[src/rtl/multibyte_sub_seq.sv]
// -----------------------------------------------------------------------------
// multibyte_sub_seq
//   Byte-serial unsigned subtractor. An operand set (A, B, borrow-in) is
//   accepted in IDLE, then one shared 8-bit ripple-borrow subtractor processes
//   one byte per cycle, LSB byte first. The full difference and final
//   borrow-out are presented in DONE until the consumer takes them.
//
//   rcs               8-bit ripple-borrow subtractor (one instance in the top)
//
// Ports (multibyte_sub_seq):
//   clk        in   clock, rising edge
//   rst_n      in   asynchronous active-low reset
//   in_valid   in   operand set presented
//   in_ready   out  operand set accepted this cycle (IDLE only)
//   in_A       in   minuend, 8*NBYTES bits, unsigned
//   in_B       in   subtrahend, 8*NBYTES bits, unsigned
//   in_Bin     in   borrow-in
//   out_valid  out  result available (DONE)
//   out_ready  in   consumer takes result this cycle
//   out_Diff   out  difference, 8*NBYTES bits
//   out_Bout   out  final borrow-out
//   busy       out  high in RUN or DONE
// -----------------------------------------------------------------------------

module rcs (
  input  logic [7:0] rs_A,
  input  logic [7:0] rs_B,
  input  logic       rs_Bin,
  output logic [7:0] rs_Diff,
  output logic       rs_Bout
);

  // w_brw[i] is the borrow into bit i
  logic [8:0] w_brw;

  assign w_brw[0] = rs_Bin;

  for (genvar gi = 0; gi < 8; gi++) begin : g_bit
    assign rs_Diff[gi]  = rs_A[gi] ^ rs_B[gi] ^ w_brw[gi];
    // Borrow out when a<b, or a==b and a borrow comes in
    assign w_brw[gi+1]  = (~rs_A[gi] & rs_B[gi]) | (~(rs_A[gi] ^ rs_B[gi]) & w_brw[gi]);
  end

  assign rs_Bout = w_brw[8];

endmodule

module multibyte_sub_seq #(
  parameter int unsigned NBYTES = 4
) (
  input  logic                  clk,
  input  logic                  rst_n,
  input  logic                  in_valid,
  output logic                  in_ready,
  input  logic [8*NBYTES-1:0]   in_A,
  input  logic [8*NBYTES-1:0]   in_B,
  input  logic                  in_Bin,
  output logic                  out_valid,
  input  logic                  out_ready,
  output logic [8*NBYTES-1:0]   out_Diff,
  output logic                  out_Bout,
  output logic                  busy
);

  localparam int unsigned W    = 8 * NBYTES;
  localparam int unsigned IdxW = (NBYTES > 1) ? $clog2(NBYTES) : 1;

  typedef enum logic [1:0] {
    StIdle = 2'b00,
    StRun  = 2'b01,
    StDone = 2'b10
  } state_e;

  state_e          r_state;
  state_e          w_state_next;

  logic [W-1:0]    r_a;
  logic [W-1:0]    r_b;
  logic [W-1:0]    r_res;     // working result, filled byte by byte
  logic [W-1:0]    r_diff;    // presented result, only updated on entry to DONE
  logic            r_bout;
  logic            r_borrow;
  logic [IdxW-1:0] r_idx;

  logic            w_accept;
  logic            w_last;
  logic [31:0]     w_bit;
  logic [7:0]      w_a_byte;
  logic [7:0]      w_b_byte;
  logic [7:0]      w_rs_diff;
  logic            w_rs_bout;
  logic [W-1:0]    w_res_next;

  // ---------------------------------------------------------------------------
  // Handshake and byte selection
  // ---------------------------------------------------------------------------
  assign w_accept = in_valid && (r_state == StIdle);
  assign w_last   = (r_idx == IdxW'(NBYTES - 1));
  assign w_bit    = 32'(r_idx) << 3;
  assign w_a_byte = r_a[w_bit +: 8];
  assign w_b_byte = r_b[w_bit +: 8];

  rcs u_rcs (
    .rs_A    (w_a_byte),
    .rs_B    (w_b_byte),
    .rs_Bin  (r_borrow),
    .rs_Diff (w_rs_diff),
    .rs_Bout (w_rs_bout)
  );

  // Working result with the current byte merged in
  always_comb begin
    w_res_next             = r_res;
    w_res_next[w_bit +: 8] = w_rs_diff;
  end

  // ---------------------------------------------------------------------------
  // FSM
  // ---------------------------------------------------------------------------
  always_ff @(posedge clk or negedge rst_n) begin
    if (!rst_n) begin
      r_state <= StIdle;
    end else begin
      r_state <= w_state_next;
    end
  end

  always_comb begin
    w_state_next = r_state;
    case (r_state)
      StIdle: if (w_accept) w_state_next = StRun;
      StRun:  if (w_last)   w_state_next = StDone;
      StDone: if (out_ready) w_state_next = StIdle;
      default:               w_state_next = StIdle;
    endcase
  end

  // ---------------------------------------------------------------------------
  // Datapath
  // ---------------------------------------------------------------------------
  always_ff @(posedge clk or negedge rst_n) begin
    if (!rst_n) begin
      r_a      <= '0;
      r_b      <= '0;
      r_res    <= '0;
      r_diff   <= '0;
      r_bout   <= 1'b0;
      r_borrow <= 1'b0;
      r_idx    <= '0;
    end else begin
      case (r_state)
        StIdle: begin
          if (w_accept) begin
            r_a      <= in_A;
            r_b      <= in_B;
            r_res    <= '0;
            r_borrow <= in_Bin;
            r_idx    <= '0;
          end
        end
        StRun: begin
          r_res    <= w_res_next;
          r_borrow <= w_rs_bout;
          if (w_last) begin
            r_idx  <= '0;
            r_diff <= w_res_next;
            r_bout <= w_rs_bout;
          end else begin
            r_idx  <= r_idx + 1'b1;
          end
        end
        default: ;
      endcase
    end
  end

  // ---------------------------------------------------------------------------
  // Outputs
  // ---------------------------------------------------------------------------
  assign in_ready  = (r_state == StIdle);
  assign out_valid = (r_state == StDone);
  assign busy      = (r_state != StIdle);
  assign out_Diff  = r_diff;
  assign out_Bout  = r_bout;

endmodule

[config.mk]
export PLATFORM = sky130hd
export DESIGN_NAME = multibyte_sub_seq
export DESIGN_NICKNAME = d
export VERILOG_FILES = /design/src/rtl/multibyte_sub_seq.sv
export SDC_FILE = /design/constraint.sdc
export NUM_CORES = 1
export LEC_CHECK = 0
export BUFFER_PORTS_ARGS = -buffer_cell sky130_fd_sc_hd__buf_2
export CORE_MARGIN = 8
export CORE_UTILIZATION = 50
export CTS_CLUSTER_DIAMETER = 100
export DETAILED_ROUTE_END_ITERATION = 7
export PLACE_DENSITY = 0.78
export SLEW_MARGIN = 20
export SYNTH_ARGS = -nofsm -noshare
export SYNTH_HDL_FRONTEND = slang
export SYNTH_SLANG_ARGS = --single-unit
[constraint.sdc]
create_clock -name clk -period 6.9 [get_ports clk]
set_input_delay 1.38 -clock clk [delete_from_list [all_inputs] [get_ports clk]]
set_output_delay 1.38 -clock clk [all_outputs]
set_load 0.02 [all_outputs]
==> flow_summary.toml <==
[worst_setup_path]
worstPathRequired_ns = 7.23
worstSetupEndpointType = "flop"
crit_buf_inv = 3
path_cells = "mux4_2 > inv_1 > fa_1 > inv_1 > fa_1 > fa_1 > fa_1 > fa_1 > fa_1 > fa_1 > inv_1 > fa_1 > nand2b_1 > a31oi_1"
worst-setup-path-type = "flop to flop"
crit_arrival_ns = 5.43
start_kind = "flop"
crit_top_cell = "fa_1"
critPathMaxFanout = 12
crit_family = "adder cells"
cp_slowest_cell = "dfrtp_1"
critPathMaxStageDelay_ns = 0.81

[final_layout]
fillers = 947
area_growth_pct = 18.7
fin_nets = 655
ff_latch_area_mm2 = 0.00335
n_antenna_cell = 0
drive_above_1_share = 0.279
multi_input_area_mm2 = 0.00255

[synthesis]
synth.net_count = 561
ys_warn_count = 0
synth_top_family_by_area = "multiplexers"
synth.cell_area_mm2 = 0.00615
synth_compound_area_frac = 0.106
netlist_instances = 478
synth_area_per_cell_um2 = 12.9
synth-simple-area-share = 0.0919
ys_ff_latch = 134
yosys.area_share.adder = 0.0382
synthMuxAreaShare = 0.178
yosysSeqAreaShare = 0.545
synth_xor_xnor_area_share = 0
yosysUniqueCellTypes = 33

[job]
maxCapViolations = 0

[floorplan]
die_h_um = 127
core_area_mm2 = 0.0120
pin_count = 105
start_util = 0.512
die-area_mm2 = 0.0161
die_w_um = 127
rows = 40

[grt]
grtUsageMet3 = 0.0637
grt_max_degree = 69
grt.busiest_layer = "met2"
grtUsageTotal = 0.180
global_route.usage.met1 = 0.235
grt_overflow = 0
grt_pass1_wl_mm = 22.6
grt_util_met2 = 0.271
grt_pass1_vias = 4411
antenna_found_initial = 0

[clocking]
root_buffer = "clkbuf_16"
tritoncts = "done"
clk_pin_slew_worst_paths_ns = 0.06
cts-resized-gates = 0
holdBufCountCts = 0
cts.path.max_buffers = 2
insertion_delay_ns = 0.42
post_cts_buffers = 0
numCtsBuffers = 17
htree_num_levels = 4
clock-sinks = 134

[routing]
drtIter0Drc = 241
drtPass1Iterations = 4
num_vias = 4156
post_drt_wl_per_cell_um = 18.9
drt_wl_total_mm = 13.8
postRouteAntennaNets = 0
drc_errors = 0
viasPerCell = 5.68

[timing]
worst_pin_slew_ns = 0.829
tns_ns = 0
fin_crit_ns = 5.10
rsz0062_at_grt = "false"
hold_viol = 0
fmax_ghz = 0.196
drv_slew = 0
worst_clock_skew_ns = 0.0125
max-slew-margin-rel = 0.448
setup_viol = 0
fin_crit_sh = 0.739

[pwr]
pwr-share-seq = 0.309
ir_drop_mv = 0.474
power_density_mw_per_mm2 = 608
p_int_uw = 2570
power.share.switching = 0.420
p_clk_frac = 0.204
total_power_uw = 4440
pwr-share-comb = 0.488
p_sw_uw = 1870
leakagePower_uw = 0.00333

[status]
status = "finished clean"

[place]
dpl.hpwl_mm = 9.54
io_buffers = 104
globalplace.congestion = 0.792

[hold_path]
min_path_type = "flop to flop"
per-stage QoR:
stage / utilization / hold slack, ns / setup slack (ns) / cells / instance area, µm²
2_1_floorplan: - / 0.452 / 2.07 / 478 / 6150
3_3_place_gp: 0.558 / 0.461 / 1.87 / 700 / 6710
3_5_place_dp: 0.558 / 0.473 / 1.77 / 700 / 6710
4_1_cts: 0.608 / 0.485 / 1.75 / 732 / 7300
5_1_grt: 0.608 / 0.497 / 1.50 / 732 / 7310
6_report: 0.608 / 0.485 / 1.80 / 732 / 7310
cell usage after synthesis:
cell type | n | area share
a221o_1 | 1 | 0.0016
buf_6 | 7 | 0.013
a31oi_1 | 8 | 0.0081
nor4_2 | 1 | 0.0020
dfrtp_1 | 134 | 0.54
and2_1 | 3 | 0.0031
ha_1 | 6 | 0.012
buf_2 | 15 | 0.012
o31ai_1 | 1 | 0.0012
nor2b_1 | 26 | 0.026
nand2b_1 | 20 | 0.020
or4_1 | 1 | 0.0012
o2bb2ai_1 | 8 | 0.011
clkbuf_1 | 13 | 0.0079
nor2_1 | 32 | 0.020
nand3b_1 | 2 | 0.0024
nor3_2 | 1 | 0.0016
inv_1 | 13 | 0.0079
nor4bb_1 | 2 | 0.0033
fa_1 | 8 | 0.026
nand2_1 | 8 | 0.0049
a22o_1 | 25 | 0.036
and4b_1 | 1 | 0.0016
or3_1 | 1 | 0.0010
and4bb_1 | 1 | 0.0020
mux4_2 | 16 | 0.059
o21bai_1 | 1 | 0.0012
a21o_1 | 5 | 0.0061
and3b_1 | 1 | 0.0014
inv_2 | 1 | 0.00061
mux2_1 | 65 | 0.12
a21oi_1 | 50 | 0.041
or2_1 | 1 | 0.0010
flip-flops by register name, summed over array words and instances, names as in the netlist:
register	count
out_Bout	1
out_Diff	32
r_a	32
r_b	32
r_borrow	1
r_idx	2
r_res	32
r_state	2
power groups by stage:
stage	registers (µW)	logic [µW]	clock network, µW
floorplan	1420	1400	0
global placement	1360	2100	0
detailed placement	1380	2150	0
CTS	1370	2160	921
global route	1420	2330	957
finish	1370	2160	905
cells by family after synthesis:
| kind of cell | Yosys count |
|---|---|
| buffers and inverters | 49 |
| adder cells (fa/ha/maj) | 14 |
| multiplexers | 81 |
| flip-flops | 134 |
| AO/OA/AOI/OAI | 99 |
| AND/OR/NAND/NOR | 101 |
cell type report:
cell class,count,share of cell area
Sequential cell,134,0.459
Multi-Input combinational cell,295,0.349
Timing Repair Buffer,110,0.0778
Clock buffer,19,0.0620
Tap cell,147,0.0252
Clock inverter,13,0.0199
Inverter,14,0.00719
layer usage:
layer  up-vias  wire length, µm
li1       1888                -
met1      2081             6200
met2       163             6410
met3        24              968
met4         0              254
met5         -                0
final timing paths:
path	from	end	slack [ns]	cells after the start
max	r_idx[0]	out_Diff[7]	1.80	14
min	r_a[27]	r_a[27]	0.48	1
max reg2reg	r_idx[0]	out_Diff[7]	1.80	14
min reg2reg	r_a[27]	r_a[27]	0.48	1
max in group asynchronous	rst_n	out_Diff[2]	4.48	2
min in group asynchronous	rst_n	r_a[11]	1.05	1
cells in the final DEF, fill, tap and decap left out, types with 2 or more instances in the layout:
cell	synthesis	final
inv_1	13	13
clkinv_2	0	2
nand2_1	8	8
clkbuf_8	0	2
o2bb2ai_1	8	8
buf_4	0	7
mux2_1	65	65
dfrtp_1	134	134
a31oi_1	8	8
nand2b_1	20	20
fa_1	8	8
clkbuf_16	0	17
a21o_1	5	5
nand3b_1	2	2
nor2_1	32	32
clkinvlp_4	0	3
nor4bb_1	2	2
a22o_1	25	25
clkinv_4	0	2
mux4_2	16	16
ha_1	6	6
a21oi_1	50	50
inv_6	0	4
buf_2	15	103
and2_1	3	2
nor2b_1	26	26
bufinv_16	0	2
(Power assumes the default switching activity.)
